$ cat src/rtl/pg_input_stage.sv
// Registered operand front end of the 16-bit Kogge-Stone adder: conditions add/sub
// operands into P/G plus effective carry-in and buffers them in a two-entry skid buffer.
module pg_input_stage #(
    parameter int WIDTH = 16
) (
    input  logic             clk,
    input  logic             rst,
    input  logic             in_valid,
    output logic             in_ready,
    input  logic [WIDTH-1:0] a,
    input  logic [WIDTH-1:0] b,
    input  logic             cin,
    input  logic             sub,
    output logic             out_valid,
    input  logic             out_ready,
    output logic [WIDTH-1:0] p,
    output logic [WIDTH-1:0] g,
    output logic             cin_out,
    output logic             p15
);

    typedef enum logic [1:0] {
        EMPTY,
        ONE,
        TWO
    } state_t;

    state_t state;
    state_t next_state;

    logic in_fire;
    logic out_fire;

    logic [WIDTH-1:0] b_eff;
    logic [WIDTH-1:0] new_p;
    logic [WIDTH-1:0] new_g;
    logic             new_cin;

    logic [WIDTH-1:0] main_p;
    logic [WIDTH-1:0] main_g;
    logic             main_cin;
    logic [WIDTH-1:0] skid_p;
    logic [WIDTH-1:0] skid_g;
    logic             skid_cin;

    logic load_main_in;
    logic load_main_skid;
    logic load_skid;

    // Items are stored already conditioned, so the buffer only ever moves final values.
    always_comb begin
        b_eff   = sub ? ~b : b;
        new_p   = a ^ b_eff;
        new_g   = a & b_eff;
        new_cin = sub ? 1'b1 : cin;
    end

    assign in_fire  = in_valid & in_ready;
    assign out_fire = out_valid & out_ready;

    always_ff @(posedge clk or posedge rst) begin
        if (rst) begin
            state <= EMPTY;
        end else begin
            state <= next_state;
        end
    end

    always_comb begin
        next_state     = state;
        load_main_in   = 1'b0;
        load_main_skid = 1'b0;
        load_skid      = 1'b0;
        unique case (state)
            EMPTY: begin
                if (in_fire) begin
                    load_main_in = 1'b1;
                    next_state   = ONE;
                end
            end
            ONE: begin
                if (in_fire && out_fire) begin
                    load_main_in = 1'b1;
                end else if (in_fire) begin
                    load_skid  = 1'b1;
                    next_state = TWO;
                end else if (out_fire) begin
                    next_state = EMPTY;
                end
            end
            TWO: begin
                if (out_fire) begin
                    load_main_skid = 1'b1;
                    next_state     = ONE;
                end
            end
            default: begin
                next_state = EMPTY;
            end
        endcase
    end

    // Ready depends only on the state register, so downstream ready never reaches upstream combinationally.
    always_comb begin
        in_ready  = (state != TWO);
        out_valid = (state != EMPTY);
    end

    always_ff @(posedge clk or posedge rst) begin
        if (rst) begin
            main_p   <= '0;
            main_g   <= '0;
            main_cin <= 1'b0;
            skid_p   <= '0;
            skid_g   <= '0;
            skid_cin <= 1'b0;
        end else begin
            if (load_main_in) begin
                main_p   <= new_p;
                main_g   <= new_g;
                main_cin <= new_cin;
            end else if (load_main_skid) begin
                main_p   <= skid_p;
                main_g   <= skid_g;
                main_cin <= skid_cin;
            end
            if (load_skid) begin
                skid_p   <= new_p;
                skid_g   <= new_g;
                skid_cin <= new_cin;
            end
        end
    end

    assign p       = main_p;
    assign g       = main_g;
    assign cin_out = main_cin;
    assign p15     = main_p[WIDTH-1];

endmodule
$ cat config.mk
export PLATFORM = sky130hd
export DESIGN_NAME = pg_input_stage
export DESIGN_NICKNAME = d
export VERILOG_FILES = /design/src/rtl/pg_input_stage.sv
export SDC_FILE = /design/constraint.sdc
export NUM_CORES = 1
export LEC_CHECK = 0
export ABC_AREA = 1
export BUFFER_PORTS_ARGS = -buffer_cell sky130_fd_sc_hd__buf_4
export CELL_PAD_IN_SITES_DETAIL_PLACEMENT = 0
export CELL_PAD_IN_SITES_GLOBAL_PLACEMENT = 1
export CORE_UTILIZATION = 40
export CTS_CLUSTER_SIZE = 24
export DETAILED_ROUTE_END_ITERATION = 12
export MAX_ROUTING_LAYER = met4
export PLACE_DENSITY_LB_ADDON = 0.1
export SLEW_MARGIN = 5
export SYNTH_ARGS = -nofsm -noshare
export SYNTH_HDL_FRONTEND = slang
export SYNTH_SLANG_ARGS = --single-unit
$ cat constraint.sdc
create_clock -name clk -period 2.2 [get_ports clk]
set_input_delay 0.11 -clock clk [delete_from_list [all_inputs] [get_ports clk]]
set_output_delay 0.11 -clock clk [all_outputs]
set_load 0.03 [all_outputs]
Yosys cells after proc, flatten, opt, wreduce, memory -nomap -nowiden
Cells that the tools add are included.

word-level totals
  input bits = 38
  logic and storage cells = 45
  output and inout bits = 36
  register bits = 68

operators by class
  equal/unequal tests = 7
  bitwise logic cells = 5
  reductions and logical operators = 5
  muxes and demuxes = 21

operators with widths
  cell                                           number
  two-way mux 16 bit                             5
  bitwise AND 16 bit                             1
  inverter 16 bit                                1
  XOR 16 bit                                     1
  two-way mux 2 bit                              5
  two-way mux 1 bit                              9
  inequality test 2 bit, second input constant   4
  one-hot mux 2 bit (3 select lines)             1
  AND reduction 4 bit                            1
  nonzero test 2 bit                             2
  inequality test 3 bit, second input constant   1
  bitwise AND 1 bit                              2
  == test 2 x 1 -> 1 bit, second input constant  1
  == test 2 bit, second input constant           1
  logical NOT 2 bit                              1
  one-hot mux 1 bit (2 select lines)             1
  logical AND 1 bit                              1

Logic depth before layout (Yosys ltp)
Gate-level depths: netlist of run 1.

  word-level depth = 6
  depth in mapped cells = 8
  depth with buffers taken out = 6

Least setup slack after synthesis of run 1
OpenSTA, ideal clock, no wires.

  kind = input to register
  from = input sub
  to = register main_p[1] (netlist: p[1])
  arrival = 1202 ps
  cell stages on the path = 8
  path buffers = 2
  data required time = 2083 ps
  path slack = 881 ps
  cells stage by stage = buf_2 > buf_2 > xor2_1 > ha_1 > inv_1 > nand3_1 > nand2_1 > nand2_1

on the way
  word-level cells in the longest chain between the ends = 3

RTL lines
  element                 RTL line  text
  start: declaration      13        input logic sub,
  two-way mux 16 bit      52        b_eff = sub ? ~b : b;
  XOR 16 bit              53        new_p = a ^ b_eff;
  net new_p[1]            35        logic [WIDTH-1:0] new_p;
  two-way mux 16 bit      118       if (load_main_in) begin
  end signal: assignment  119       main_p <= new_p;
  end signal: assignment  123       main_p <= skid_p;
  end: declaration        39        logic [WIDTH-1:0] main_p;

The timed path passes the listed nets, and every way through them passes these cells.
A chain may end at the register's enable or synchronous reset.

Final worst setup path of run 1
  from = register state[1]
  to = register main_p[8] (netlist: p[8])

on the way
  word-level cells in the longest chain between the ends = 6
  elaborated cells on any way between the ends = 15
  classes of those cells = 3 x eq/ne; 6 x mux; 2 x bitwise; 4 x reduce/logical

RTL lines
  element                                                             RTL line  text
  start: declaration                                                  28        state_t state;
  start signal: assignment                                            65        state <= next_state;
  inequality test 2 bit / nonzero test 2 bit (equally long branches)  105, 106
  bitwise AND 1 bit (on tied branches)                                58, 59
  logical AND 1 bit                                                   82        if (in_fire && out_fire) begin
  two-way mux 1 bit                                                   82
  one-hot mux 1 bit (2 select lines)                                  74        unique case (state)
  two-way mux 16 bit / nonzero test 2 bit (equally long branches)     n/a

Several ways; a longest one is shown, not always the timed one.

==> summary.txt, run 1 <==
Min path
  – Min-Delay Path Class: in2reg
  – Critical hold path startpoint: cin

Detailed routing
  – Via count: 3070
  – Initial drt markers: 111
  – Drt drc: 0
  – Wirelength per Cell: 14.6 um
  – Final wirelength: 9010 um
  – Vias per inst: 4.96
  – Drt pass-1 iters: 5
  – DRT antenna net count: 0

CTS
  – CTS clk-pin slew, worst paths: 0.08 ns
  – H-tree Lvls: 3
  – CTS tree: yes
  – CTS resizes: 0
  – Setup Buffers After CTS: 0
  – Max Root-Sink Buffers: 2
  – Clock Latency Late Sink: 0.35 ns
  – # hold bufs at CTS: 2
  – Root Buffer: clkbuf_8
  – Clk sinks: 68
  – Total CTS buffers: 9

Worst setup path
  – Crit path kind: reg2reg
  – Endpoint class of the critical path: register
  – Setup crit start: state[1]
  – Data required, critical path: 2.44 ns
  – Type of origin of the critical path: register
  – Cell at the slowest stage of the critical path: dfrtp_1
  – CP peak stage delay: 0.44 ns
  – Launching point of the worst reg2reg path: state[1]
  – CP Cell Sequence: nor2_4 > buf_4 > nand3_1 > nand2_1 > nand2_1
  – Worst Path Buf+Inv: 1
  – CP Data Arrival Time: 1.70 ns
  – Most frequent cell on the critical path: nand2_1
  – CP Max Fanout: 28
  – Kind of cell adding the most delay to the critical path: simple AND/OR/NAND/NOR gates

Floorplanning
  – Initial cell density of the core: 41.2%
  – Core ar.: 8720 um2
  – Die Height: 96.8 um
  – # rows: 34
  – I/O Pins: 74
  – Die area: 9360 um2
  – Die Span X: 96.8 um

Run status
  – Outcome: complete, no violations

Yosys
  – Syn Inst Count: 441
  – Syn Std Cell Area: 3590 um2
  – Seq/Total Area, Yosys: 47.4%
  – Syn_nets: 495
  – Syn Area/Cell: 8.14 um2
  – Number of synthesized register bits: 68
  – Unique cell type count in the Yosys netlist: 18
  – Synth warnings: 0

Timing
  – Skew final: 0.00726 ns
  – Final worst-path cycle share: 66.4%
  – Slew Viols, Final: 0
  – Worst-margin pin slew: 0.416 ns
  – RSZ-0062 raised after global routing: no
  – Rel. slew slack: 72.2%
  – Final hold viol count: 0
  – FMAX: 0.684 GHz
  – Final setup fails: 0
  – Crit path time final: 1.46 ns
  – Setup TNS: 0 ns

Global routing
  – Tot GR Track Use: 21.2%
  – GRT overflow: 0
  – Largest net degree at the start of global routing: 61
  – Vias in the first global route: 3026
  – Antenna violations before repair: 0
  – Global-route wire length before repair: 15300 um

Pwr
  – Power consumption: 4720 uW
  – P per Cell Area: 1060 nW/um2
  – Max VDD drop: 444 uV
  – Pleak: 0.00236 uW

Place
  – Port bufs: 73
  – RePlAce Congestion: 0.782
  – HPWL Detailed: 6010 um

Layout
  – Most frequent cells in the layout: nand2_1 (100), buf_4 (79), nand3_1 (75)
  – Filler cell count: 849
  – Layout cells sized above 1: 20.5%
  – Area growth from synthesis to layout: 24.3%
  – Commonest non-fill, non-tap cell in the layout: nand2_1
  – Layout net count: 560
  – Diode count: 0

Job
  – Max Cap Violations: 0
tightest hold or removal path, cell delays in order:
cell	delay (ns)
buf_4	0.08
nor2_1	0.05
o21ai_1	0.13
Yosys cell counts:
library cell,n,area [um2]
buf_2,11,55.1
buf_4,4,30.0
buf_6,6,67.6
clkbuf_1,9,33.8
dfrtp_1,68,1700
ha_1,16,200
inv_1,67,251
inv_2,1,3.75
nand2_1,101,379
nand2_2,1,6.26
nand2_4,1,11.3
nand3_1,75,375
nand3_2,1,10.0
nor2_1,1,3.75
nor2_4,1,11.3
o21ai_0,28,140
o21ai_1,34,170
xor2_1,16,140
layer usage:
metal / share of wire (%) / global-route usage [%] / up-vias
li1: - / - / 1517
met3: 4.3 / 5.71 / 10
met4: 1.5 / 5.40 / 0
met1: 47 / 28.4 / 1476
met5: 0 / - / -
met2: 47 / 31.9 / 67
power by group:
part           total (uW)  switching [uW]  internal (uW)
clock                1300             512            784
sequential           1850             228           1630
combinational        1570             973            597
registers in the layout, summed over array words and instances, names as in the netlist:
register  count
p            16
skid_cin      1
skid_g       16
cin_out       1
g            16
state         2
skid_p       16
layout make-up:
| class | count | area [um2] | share of cell area, % |
|---|---|---|---|
| Clock buffer | 10 | 138 | 3.08 |
| Sequential cell | 68 | 1700 | 38.1 |
| Tap cell | 108 | 135 | 3.03 |
| Timing Repair Buffer | 84 | 673 | 15.1 |
| Clock inverter | 6 | 111 | 2.49 |
| Inverter | 68 | 255 | 5.72 |
| Multi-Input combinational cell | 275 | 1450 | 32.5 |
logic make-up after synthesis:
logic type | count (synthesis) | synth area share [%]
AND/OR/NAND/NOR | 181 | 22.2
buffers and inverters | 98 | 12.3
flip-flops | 68 | 47.4
AO/OA/AOI/OAI | 62 | 8.64
XOR/XNOR | 16 | 3.90
adder cells (fa/ha/maj) | 16 | 5.57
stage by stage:
stage	setup slack, ns	cells	cell area (um2)	utilization [%]	hold slack [ns]
after detailed placement	0.740	601	4200	48.1	0.142
after floorplan	0.378	441	3590	-	0.222
final	0.739	619	4460	51.2	0.0689
after CTS	0.733	619	4460	51.2	0.0615
after global placement	0.770	601	4200	48.1	0.132
after global routing	0.636	619	4460	51.2	0.0611
worst paths after layout:
path | end | slack [ns] | depth (start not counted)
worst max-delay path | p[8] | 0.74 | 5
worst min-delay path | skid_cin | 0.07 | 3
worst max register to register | p[8] | 0.74 | 5
worst min register to register | skid_g[0] | 0.47 | 2
max in group asynchronous | skid_g[11] | 1.27 | 4
min in group asynchronous | skid_p[12] | 0.31 | 3
No activity file was read; power rests on OpenSTA's default activity.
==> run 2, diff against run 1 <==
--- a/config.mk
+++ b/config.mk
@@ -5,11 +5,11 @@
 export SDC_FILE = /design/constraint.sdc
 export NUM_CORES = 1
 export LEC_CHECK = 0
-export ABC_AREA = 1
+export ABC_AREA = 0
 export BUFFER_PORTS_ARGS = -buffer_cell sky130_fd_sc_hd__buf_4
 export CELL_PAD_IN_SITES_DETAIL_PLACEMENT = 0
 export CELL_PAD_IN_SITES_GLOBAL_PLACEMENT = 1
-export CORE_UTILIZATION = 40
+export CORE_UTILIZATION = 39
 export CTS_CLUSTER_SIZE = 24
 export DETAILED_ROUTE_END_ITERATION = 12
 export MAX_ROUTING_LAYER = met4
==> constraint.sdc (replaced) <==
create_clock -name clk -period 1.3 [get_ports clk]
set_input_delay 0.065 -clock clk [delete_from_list [all_inputs] [get_ports clk]]
set_output_delay 0.065 -clock clk [all_outputs]
set_load 0.03 [all_outputs]
==> summary.txt, run 2 <==
CTS
  – CTS tree: yes (unchanged)
  – Clk sinks: 68 (unchanged)
  – Total CTS buffers: 9 (unchanged)
  – Clock Latency Late Sink: 0.33 ns (was 0.35 ns)
  – CTS clk-pin slew, worst paths: 0.08 ns (about the same)
  – Root Buffer: clkbuf_8 (unchanged)
  – H-tree Lvls: 3 (unchanged)
  – Max Root-Sink Buffers: 2 (unchanged)

Yosys
  – Seq/Total Area, Yosys: 53.0% (was 47.4%)
  – Number of synthesized register bits: 68 (unchanged)
  – Synth area leader: dfrtp_1 (unchanged)
  – Synth Flop Type: dfrtp_1 (unchanged)
  – Top post-synthesis cells by count: dfrtp_1 (68), mux2_1 (33), o221a_1 (30) (was nand2_1 (101), nand3_1 (75), dfrtp_1 (68))
  – Syn_nets: 287 (was 495)
  – Top cell type's share of synthesized area: 53.0% (was 47.4%)
  – Largest cells by area after synthesis: dfrtp_1 (53%), mux2_1 (12%), o221a_1 (11%) (was dfrtp_1 (47%), nand2_1 (11%), nand3_1 (10%))
  – Syn Std Cell Area: 3210 um2 (was 3590 um2)
  – Unique cell type count in the Yosys netlist: 24 (was 18)
  – Async SR Flop Fraction: 100% (unchanged)
  – EDFF count, synth: 0 (unchanged)
  – Synth warnings: 0 (unchanged)
  – Most common cell in the netlist: dfrtp_1 (was nand2_1)
  – Syn Inst Count: 233 (was 441)
  – Syn Area/Cell: 13.8 um2 (was 8.14 um2)

Floorplanning
  – I/O Pins: 74 (unchanged)
  – Die area: 8600 um2 (was 9360 um2)
  – Die Height: 92.7 um (was 96.8 um)
  – # rows: 32 (was 34)
  – Initial cell density of the core: 40.9% (was 41.2%)
  – Die Span X: 92.7 um (was 96.8 um)
  – Core ar.: 7850 um2 (was 8720 um2)

Run status
  – Failing checks: negative setup slack
  – Outcome: complete, but fails checks (was complete, no violations)

Timing
  – Setup ws final: -0.231 ns (was 0.739 ns)
  – Final worst-path cycle share: 118% (was 66.4%)
  – RSZ-0062 raised after global routing: yes (was no)
  – Setup TNS: -11.45 ns (was 0 ns)
  – Slew Viols, Final: 0 (unchanged)
  – Worst-margin pin slew: 0.369 ns (was 0.416 ns)
  – Crit path time final: 1.53 ns (was 1.46 ns)
  – Final setup fails: 66 (was 0)
  – Fin Hold WS: 0.0884 ns (was 0.0689 ns)
  – Final hold viol count: 0 (unchanged)
  – Skew final: 0.00565 ns (was 0.00726 ns)
  – FMAX: 0.653 GHz (was 0.684 GHz)
  – Rel. slew slack: 75.4% (was 72.2%)

Global routing
  – Largest net degree at the start of global routing: 69 (was 61)
  – Global-route wire length before repair: 11900 um (was 15300 um)
  – Vias in the first global route: 2283 (was 3026)
  – GRT overflow: 0 (unchanged)
  – Tot GR Track Use: 18.8% (was 21.2%)
  – Antenna violations before repair: 0 (unchanged)

Place
  – Pre-CTS setup slack: -0.229 ns (was 0.740 ns)
  – HPWL Detailed: 4680 um (was 6010 um)
  – Port bufs: 73 (unchanged)
  – RePlAce Congestion: 0.779 (was 0.782)

Detailed routing
  – Final wirelength: 7680 um (was 9010 um)
  – DRT antenna net count: 0 (unchanged)
  – Drt drc: 0 (unchanged)
  – DR top layer: met4 (unchanged)
  – WL met1: 3780 um (was 4280 um)
  – DR WL met3: 313 um (was 384 um)
  – Metal2 WL: 3490 um (was 4210 um)
  – Drt pass-1 iters: 4 (was 5)
  – Initial drt markers: 74 (was 111)
  – Vias per inst: 5.10 (was 4.96)
  – Wirelength per Cell: 17.4 um (was 14.6 um)
  – Via count: 2255 (was 3070)

Worst setup path
  – Endpoint class of the critical path: register (unchanged)
  – Type of origin of the critical path: register (unchanged)
  – Data required, critical path: 1.52 ns (was 2.44 ns)
  – CP Data Arrival Time: 1.75 ns (was 1.70 ns)
  – Crit Reg-Reg Endpoint: skid_g[2] (was p[8])
  – Launching point of the worst reg2reg path: state[1] (unchanged)
  – CP Max Fanout: 8 (was 28)
  – R2R depth: 4 (was 5)
  – R2r setup slk: -0.23 ns (was 0.74 ns)
  – Crit path kind: reg2reg (unchanged)

Layout
  – Layout net count: 389 (was 560)
  – Area growth from synthesis to layout: 44.1% (was 24.3%)
  – Filler cell count: 660 (was 849)
  – Commonest non-fill, non-tap cell in the layout: buf_4 (was nand2_1)
  – Layout cells sized above 1: 45.6% (was 20.5%)
  – Most frequent cells in the layout: buf_4 (83), dfrtp_1 (67), o221a_1 (30) (was nand2_1 (100), buf_4 (79), nand3_1 (75))
  – Diode count: 0 (unchanged)

Pwr
  – P per Cell Area: 1950 nW/um2 (was 1060 nW/um2)
  – Pleak: 0.00212 uW (was 0.00236 uW)
  – Max VDD drop: 808 uV (was 444 uV)
  – Power consumption: 9010 uW (was 4720 uW)

Min path
  – Hold EP: state[1] (was skid_cin)
  – Min-Delay Path Class: in2reg (unchanged)
  – Hold Path Stages: 3 (unchanged)
  – Critical hold path startpoint: out_ready (was cin)

Job
  – Max Cap Violations: 0 (unchanged)
-- run 2: changes by cell type after synthesis, moves of 28 or more --
cell	delta
or2_1	+28
o221a_1	+30
nand2_1	-101
inv_1	-66
o21ai_1	-33
o21ai_0	-28
mux2_1	+33
nand3_1	-75
-- run 2: logic make-up (layout without fill, tap and decap cells) --
family,Yosys count,count (layout),share of synthesized area (%)
adder cells (fa/ha/maj),16,16,6.24
flip-flops,68,68,53.0
buffers and inverters,18,125,3.66
AO/OA/AOI/OAI,36,36,11.6
multiplexers,38,38,13.2
XOR/XNOR,16,16,4.37
AND/OR/NAND/NOR,41,41,7.95
-- run 2: critical path: stages (launching register included) --
cell	delay [ns]
dfrtp_2	0.45
nor4bb_4	0.29
buf_6	0.18
buf_6	0.16
mux2_1	0.34
-- run 2: stage by stage --
| step | instances | util [%] | instance area, um2 |
|---|---|---|---|
| 3_5_place_dp | 411 | 51.1 | 4010 |
| 3_3_place_gp | 411 | 51.1 | 4010 |
| 2_1_floorplan | 233 | - | 3240 |
| 5_1_grt | 442 | 58.9 | 4620 |
| 6_report | 442 | 58.9 | 4620 |
| 4_1_cts | 439 | 57.2 | 4490 |
-- run 2: layout make-up --
type / count / area (um2) / area share, %
inverter: 1 / 7.51 / 0.162
tap: 102 / 128 / 2.76
clock inverter: 6 / 111 / 2.41
timing repair buffer: 108 / 1010 / 21.8
sequential: 68 / 1700 / 36.8
multi-input combinational: 147 / 1540 / 33.2
clock buffer: 10 / 128 / 2.76
-- run 2: metal layers --
metal,track usage [%],vias up
met1,26.8,1131
met4,5.77,0
met3,3.86,8
li1,-,1062
met2,27.0,54
met5,-,-
-- run 2: power breakdown --
part / total, uW / switching, uW / internal, uW
Combinational: 3490 / 1670 / 1820
Clock: 2100 / 822 / 1280
Sequential: 3420 / 477 / 2940
Total: 9010 / 2970 / 6030
-- run 2: what timing repair did --
action | in CTS | in global routing
resized for setup | 23 | 30
hold buffers | 2 | 0
hold endpoints to repair | 69 | 0
endpoints found under the setup margin | 66 | 69
buffers inserted | 8 | 1
gates cloned | 2 | 3
pin swaps | 3 | 3
-- run 2: worst max-delay path by stage --
| stage | startpoint | endpoint | slack (ns) | depth (start not counted) |
|---|---|---|---|---|
| 5_1_grt | state[1] | skid_g[2] | -0.28 | 4 |
| 3_3_place_gp | state[0] | p[15] | -0.21 | 5 |
| 2_1_floorplan | state[1] | skid_g[10] | -0.15 | 4 |
| 6_report | state[1] | skid_g[2] | -0.23 | 4 |
| 3_5_place_dp | state[1] | skid_p[1] | -0.23 | 3 |
| 4_1_cts | state[1] | skid_p[11] | -0.21 | 3 |
==> run 3, diff against run 2 <==
--- a/config.mk
+++ b/config.mk
@@ -9,7 +9,7 @@
 export BUFFER_PORTS_ARGS = -buffer_cell sky130_fd_sc_hd__buf_4
 export CELL_PAD_IN_SITES_DETAIL_PLACEMENT = 0
 export CELL_PAD_IN_SITES_GLOBAL_PLACEMENT = 1
-export CORE_UTILIZATION = 39
+export CORE_UTILIZATION = 43
 export CTS_CLUSTER_SIZE = 24
 export DETAILED_ROUTE_END_ITERATION = 12
 export MAX_ROUTING_LAYER = met4
==> constraint.sdc (replaced) <==
create_clock -name clk -period 1.6 [get_ports clk]
set_input_delay 0.08 -clock clk [delete_from_list [all_inputs] [get_ports clk]]
set_output_delay 0.08 -clock clk [all_outputs]
set_load 0.03 [all_outputs]
==> summary.txt, run 3 (synthesis results as in run 2) <==
Place
  – HPWL Detailed: 4170 um (was 4680 um)
  – DP Area: 3910 um2 (was 4010 um2)
  – Port bufs: 73 (unchanged)
  – Pre-CTS setup slack: 0.0775 ns (was -0.229 ns)
  – RePlAce Congestion: 0.710 (was 0.779)

Layout
  – Area growth from synthesis to layout: 28.3% (was 44.1%)
  – Layout net count: 367 (was 389)
  – Diode count: 0 (unchanged)
  – Commonest non-fill, non-tap cell in the layout: buf_4 (unchanged)
  – Util after Layout: 57.1% (was 58.9%)
  – Most frequent cells in the layout: buf_4 (79), dfrtp_1 (68), mux2_1 (33) (was buf_4 (83), dfrtp_1 (67), o221a_1 (30))
  – Layout cells sized above 1: 32.9% (was 45.6%)
  – Design area: 4120 um2 (was 4620 um2)

CTS
  – CTS clk-pin slew, worst paths: 0.07 ns (was 0.08 ns)
  – CTS tree: yes (unchanged)
  – CTS resizes: 0 (was 23)
  – Clock Latency Late Sink: 0.33 ns (about the same)
  – H-tree Lvls: 3 (unchanged)
  – Max Root-Sink Buffers: 2 (unchanged)
  – Total CTS buffers: 9 (unchanged)
  – Clk sinks: 68 (unchanged)
  – Root Buffer: clkbuf_8 (unchanged)

Timing
  – Final worst-path cycle share: 96.8%
  – Setup TNS: 0 ns (was -11.45 ns)
  – Setup ws final: 0.0506 ns (was -0.231 ns)
  – Rel. slew slack: 75.4% (about the same)
  – Final setup fails: 0 (was 66)
  – Final hold viol count: 0 (unchanged)
  – RSZ-0062 raised after global routing: no (was yes)
  – FMAX: 0.645 GHz
  – Slew Viols, Final: 0 (unchanged)
  – Worst-margin pin slew: 0.369 ns (about the same)
  – Crit path time final: 1.55 ns
  – Skew final: 0.00636 ns (was 0.00565 ns)

Global routing
  – Antenna violations before repair: 0 (unchanged)
  – Global-route wire length before repair: 10600 um (was 11900 um)
  – Largest net degree at the start of global routing: 69 (unchanged)
  – GRT overflow: 0 (unchanged)
  – Tot GR Track Use: 18.8% (about the same)
  – Vias in the first global route: 2103 (was 2283)

Min path
  – Min-Delay Path Class: in2reg (unchanged)

Pwr
  – Sw frac: 35.2% (was 33.0%)
  – Logic gate share of total power: 37.2% (was 38.8%)
  – Pleak: 0.00186 uW (was 0.00212 uW)
  – P per Cell Area: 1520 nW/um2 (was 1950 nW/um2)
  – Clock power frac: 18.8% (was 23.3%)
  – Seq pwr share: 44.0% (was 37.9%)
  – Max VDD drop: 772 uV (was 808 uV)
  – Internal power: 4040 uW (was 6030 uW)
  – Power consumption: 6240 uW (was 9010 uW)
  – Switch Pwr: 2190 uW (was 2970 uW)

Floorplanning
  – # rows: 31 (was 32)
  – Die Span X: 88.4 um (was 92.7 um)
  – Die area: 7810 um2 (was 8600 um2)
  – I/O Pins: 74 (unchanged)
  – Core ar.: 7210 um2 (was 7850 um2)
  – Initial cell density of the core: 44.5% (was 40.9%)
  – Die Height: 88.4 um (was 92.7 um)

Detailed routing
  – Initial drt markers: 107 (was 74)
  – Drt drc: 0 (unchanged)
  – Vias per inst: 5.03 (was 5.10)
  – Wirelength per Cell: 16.1 um (was 17.4 um)
  – DRT antenna net count: 0 (unchanged)
  – Final wirelength: 6680 um (was 7680 um)
  – Via count: 2086 (was 2255)
  – Drt pass-1 iters: 5 (was 4)

Worst setup path
  – Data required, critical path: 1.80 ns (was 1.52 ns)
  – Crit path kind: in2reg (was reg2reg)
  – CP Max Fanout: 17 (was 8)
  – Type of origin of the critical path: primary input (was register)
  – Endpoint class of the critical path: register (unchanged)
  – CP Data Arrival Time: 1.75 ns (about the same)

Job
  – Max Cap Violations: 0 (unchanged)

Run status
  – Outcome: complete, no violations (was complete, but fails checks)
run 3: changes by cell type in the layout (fill, tap and decap cells not counted), moves of 2 or more:
cell	delta
mux2_4	-22
bufinv_16	-3
mux2_1	+21
clkinv_2	+2
nand2b_1	+3
buf_4	-4
buf_12	-3
buf_6	-13
nand2b_4	-3
buf_16	-2
nor2b_1	+2
nor2b_4	-2
run 3: worst paths after layout:
kind | start | end | cells after the start | slack (ns)
setup / recovery | out_ready | skid_g[13] | 6 | 0.05
hold / removal | cin | cin_out | 3 | 0.04
setup reg to reg | state[1] | skid_g[13] | 4 | 0.08
hold reg to reg | skid_p[0] | skid_p[0] | 1 | 0.48
max in group asynchronous | rst | p[11] | 4 | 0.89
min in group asynchronous | rst | state[0] | 4 | 0.40
run 3: stage by stage:
step | hold WS [ns] | instances
6_report | 0.0407 | 415
5_1_grt | 0.0265 | 415
4_1_cts | 0.0254 | 413
3_5_place_dp | 0.211 | 397
3_3_place_gp | 0.209 | 397
2_1_floorplan | 0.180 | 233
run 3: worst max-delay path, cell delays in order:
cell,delay [ns]
dlygate4sd3_1,0.54
buf_4,0.16
nor4bb_4,0.26
buf_4,0.18
clkbuf_16,0.19
mux2_1,0.33
run 3: repair_timing:
| item | in CTS | in global routing |
|---|---|---|
| hold endpoints to repair | 69 | 0 |
| setup endpoints to repair | 0 | 1 |
| hold buffers | 2 | 0 |
| buffers inserted | 0 | 1 |
run 3: cell type report:
type                            instances  area [um2]
Clock buffer                           11         141
Clock inverter                          3        15.0
Tap cell                               99         124
Sequential cell                        68        1700
Inverter                                1        7.51
Timing Repair Buffer                   86         718
Multi-Input combinational cell        147        1410
Fill cell                             635        3100
run 3: power groups by stage:
stage          Combinational, uW  Clock, uW  Sequential, uW
2_1_floorplan                922          0            3270
3_3_place_gp                2290          0            2760
3_5_place_dp                2330          0            2780
4_1_cts                     2330       1210            2750
5_1_grt                     2510       1280            2820
6_report                    2320       1170            2750
run 3: per-layer routing:
metal	global-route usage, %	vias up	share of wire, %
li1	-	1012	-
met4	7.04	0	0.55
met2	28.1	42	47
met3	3.26	4	3.1
met5	-	-	0
met1	25.6	1028	49
